$ cat src/rtl/mult_acc.sv
// mult_acc: accumulator / shift register for a shift-and-add multiplier.
// Loads, adds into, or shifts right its contents under control strobes.
module mult_acc #(
  parameter int WIDTH = 33
) (
  input  logic             Clk,
  input  logic             Reset,
  input  logic             Load,
  input  logic             Sh,
  input  logic             Ad,
  input  logic [WIDTH-1:0] Entradas,
  output logic [WIDTH-1:0] Saidas
);

  logic [WIDTH-1:0] acc_q;
  logic [WIDTH-1:0] acc_d;

  // Next value: load beats add, add beats shift, else hold.
  // The add wraps; its carry out of the MSB is dropped.
  always_comb begin
    acc_d = acc_q;
    if (Load) begin
      acc_d = Entradas;
    end else if (Ad) begin
      acc_d = acc_q + Entradas;
    end else if (Sh) begin
      acc_d = {1'b0, acc_q[WIDTH-1:1]};
    end
  end

  // Accumulator register; Reset overrides every strobe.
  always_ff @(posedge Clk) begin
    if (Reset) begin
      acc_q <= '0;
    end else begin
      acc_q <= acc_d;
    end
  end

  assign Saidas = acc_q;

endmodule

$ cat config.mk
export PLATFORM = sky130hd
export DESIGN_NAME = mult_acc
export DESIGN_NICKNAME = d
export VERILOG_FILES = /design/src/rtl/mult_acc.sv
export SDC_FILE = /design/constraint.sdc
export NUM_CORES = 1
export LEC_CHECK = 0
export BUFFER_PORTS_ARGS = -buffer_cell sky130_fd_sc_hd__buf_2
export CAP_MARGIN = 20
export CORE_MARGIN = 10
export CORE_UTILIZATION = 45
export CTS_CLUSTER_DIAMETER = 40
export DETAILED_ROUTE_END_ITERATION = 10
export GPL_ROUTABILITY_DRIVEN = 0
export GPL_TIMING_DRIVEN = 0
export HOLD_SLACK_MARGIN = 0.08
export PLACE_DENSITY = 0.67
export SETUP_SLACK_MARGIN = 0.3
export SYNTH_ARGS = -nofsm -noshare
export SYNTH_HDL_FRONTEND = slang
export SYNTH_SLANG_ARGS = --single-unit
$ cat constraint.sdc
create_clock -name Clk -period 3.4 [get_ports Clk]
set_input_delay 0.17 -clock Clk [delete_from_list [all_inputs] [get_ports Clk]]
set_output_delay 0.17 -clock Clk [all_outputs]
set_load 0.03 [all_outputs]
==> reports/summary.txt <==
RSZ-0062 raised after global routing - false
clock root buffer master - clkbuf_8
initial antenna violation count - 0
hold path startpoint - Entradas[31]
Worst path depth - 9
I/O pins - 71
Cell Area, Placed - 0.00403 sq mm
crit path cell chain - ha_1, a211oi_2, o2111ai_2, a21oi_2, nor2_2, a21oi_4, o31ai_2, or4_1, a32o_1
die area - 0.0119 sq mm
Reg2Reg Setup Slack - 630 ps
grt ovf - 0
largest net degree at the start of global routing - 11
post-synthesis cell count - 473
CP max stage cell - or4_1
Worst Reg-to-Reg Cells - 9
Top delay family on crit path - compound AO/OA/AOI/OAI gates
Fill cells - 779
Hold Path End - Saidas[31]
Worst Setup Start Kind - flop
Power Dens Cells - 391 mW/mm^2
Max Slew Vio Count - 0
via count - 3914
Worst EP arrival - 2960 ps
effective utilization at floorplan - 46.1%
slew at the pin closest to its max-slew limit - 887 ps
Post-CTS Resized - 0
TritonCTS Buffers - 5
critical path class - flop to flop
FF+latch count, synth - 33
Port Buf Inserts - 68
total power - 1.61 mW
P_int - 0.910 mW
DRC - 0
final hold slack - 112 ps
Period minus WS final - 2770 ps
Sequential Power Share - 28.9%
WL per Instance - 18.4 um
Relative slew margins - 40.9%
Net Sw Frac - 43.6%
Post-Syn Nets - 544
worst vdd rail ir drop - 165 uV
Clock Power Share - 22.2%
Post-Route WL - 12000 um
worst skew pair latency - 290 ps
postcts setup bufs - 0
Antenna diodes - 0
Synthesis Warnings - 0
Post-CTS Hold Buffers - 0
hold crit path type - primary input to flop
GRT Util Overall - 19.4%
Clock Path Buffers - 2
initial drt markers - 271
sequential fraction of the synthesis area - 18.6%
share of post-route cells with drive strength above 1 - 17.7%
Core ar. - 0.00773 sq mm
Routed Antenna Nets - 0
number of synthesized flops with an enable pin - 0
DP HPWL - 9230 um
fmax - 362 MHz
clock skew - 11.9 ps
Final setup viols - 0
htree depth - 2
Worst Setup End Kind - flop
Psw - 0.703 mW
Comb power frac - 48.9%
post-route cell area - 0.00413 sq mm
Crit Path Max Fanout - 5
outcome - complete, no violations
first-pass GRT wire length - 18700 um
vias in the first global route - 3688
mean post-synth cell area - 7.53 sq um
# clock sinks - 33
reg2reg end - Saidas[31]
crit share post-route - 81.3%
layout overhead on the synthesized area - 16.0%
First-pass DRT Iterations - 5
synthesized area - 0.00356 sq mm
CP required - 3590 ps
MaxCap Viol Count - 0
routed vias/inst - 6.01
CTS tree - built
Die W - 109 um
endpoints failing hold - 0
startpoint of the worst register-to-register path - Saidas[1]
Main synth FF type - dfxtp_1
Synth cell types - 67
Die Y - 109 um
slowest cell delay on critical path - 480 ps
LEAKAGE - 1.91 nW
Clock transition at path regs - 90 ps
final setup TNS - 0 ps
Critical path buffers and inverters - 0
asr flop ratio synth - 0%
WHS Path Cells - 2
max reg flops - 33
final-stage net count - 619
# rows - 32
Finished Core Util - 53.4%
## worst register-to-register path: cells and delay by family (launching register included)
kind                       cells  cell delay [ps]
adders and majority gates      1              300
DFF                            1              420
AOI/OAI and AO/OA              6             1370
and+or+nand+nor                2              570
## cell type report
type	count	area [sq um]	share of cell area (%)
Tap cell	102	128	3.09
Inverter	18	67.6	1.64
Buffer	26	119	2.88
Timing Repair Buffer	68	340	8.24
Clock buffer	7	96.3	2.33
Sequential cell	33	661	16.0
Multi-Input combinational cell	396	2710	65.7
Clock inverter	1	5.00	0.121
## cells in the mapped netlist, types with 5 or more instances
library cell	n	area [sq um]
nand2_1	30	113
dfxtp_1	33	661
xnor2_1	19	166
ha_1	32	400
inv_1	18	67.6
a211oi_1	9	67.6
a221oi_1	10	87.6
o21bai_1	5	37.5
o22ai_1	7	43.8
nand3_1	10	50.1
and3_1	9	56.3
mux2i_1	20	200
o21ai_0	24	120
nand4_1	8	50.1
xor2_1	8	70.1
a21o_1	12	90.1
a21oi_1	58	290
nor3_1	6	30.0
clkbuf_1	21	78.8
nor2_1	58	218
## power groups by stage
stage / clock network (mW) / logic, mW / registers, mW
4_1_cts: 0.368 / 0.780 / 0.466
3_5_place_dp: 0 / 0.775 / 0.475
3_3_place_gp: 0 / 0.767 / 0.473
6_report: 0.358 / 0.789 / 0.466
5_1_grt: 0.382 / 0.860 / 0.473
2_1_floorplan: 0 / 0.512 / 0.539
## through the flow
| stage | instances | setup WS (ps) |
|---|---|---|
| finish | 651 | 635 |
| CTS | 651 | 647 |
| global placement | 643 | 696 |
| global route | 651 | 497 |
| detailed placement | 643 | 663 |
| floorplan | 473 | 764 |
## layout by cell type (no fill, tap or decap), drive strengths merged, types with 7 or more instances in the layout
| cell | n |
|---|---|
| clkbuf | 31 |
| o22ai | 7 |
| a21o | 12 |
| inv | 18 |
| nand2 | 30 |
| xor2 | 8 |
| and3 | 9 |
| nand3 | 10 |
| o21ai | 27 |
| nor2 | 59 |
| ha | 32 |
| nand4 | 8 |
| dfxtp | 33 |
| a211oi | 10 |
| mux2i | 20 |
| a21oi | 61 |
| a221oi | 10 |
| buf | 70 |
| xnor2 | 19 |
## worst max-delay path by stage
stage                     slack (ps)          to       from
after floorplan                  760  Saidas[31]  Saidas[1]
after global placement           700  Saidas[31]  Saidas[1]
after detailed placement         660  Saidas[31]  Saidas[1]
after CTS                        650  Saidas[31]  Saidas[1]
after global routing             500  Saidas[18]  Saidas[0]
final                            630  Saidas[31]  Saidas[1]
## cells by family (layout without fill, tap and decap cells)
| kind of cell | count (synthesis) | count (layout) | synth area share (%) |
|---|---|---|---|
| compound gates | 177 | 177 | 33.9 |
| xor+xnor | 27 | 27 | 6.64 |
| fa+ha+maj | 33 | 33 | 11.8 |
| buf+inv | 44 | 120 | 5.24 |
| flops | 33 | 33 | 18.6 |
| mux | 22 | 22 | 6.26 |
| simple gates | 137 | 137 | 17.6 |
## layer usage
layer  up-vias  routed length (um)  GRT usage, %
met5         -                   0             0
met4         0                 191          4.52
met3        25                1080          3.54
met2       171                5380          31.8
met1      1792                5360          25.7
li1       1926                   -             -
(Power assumes the default switching activity.)
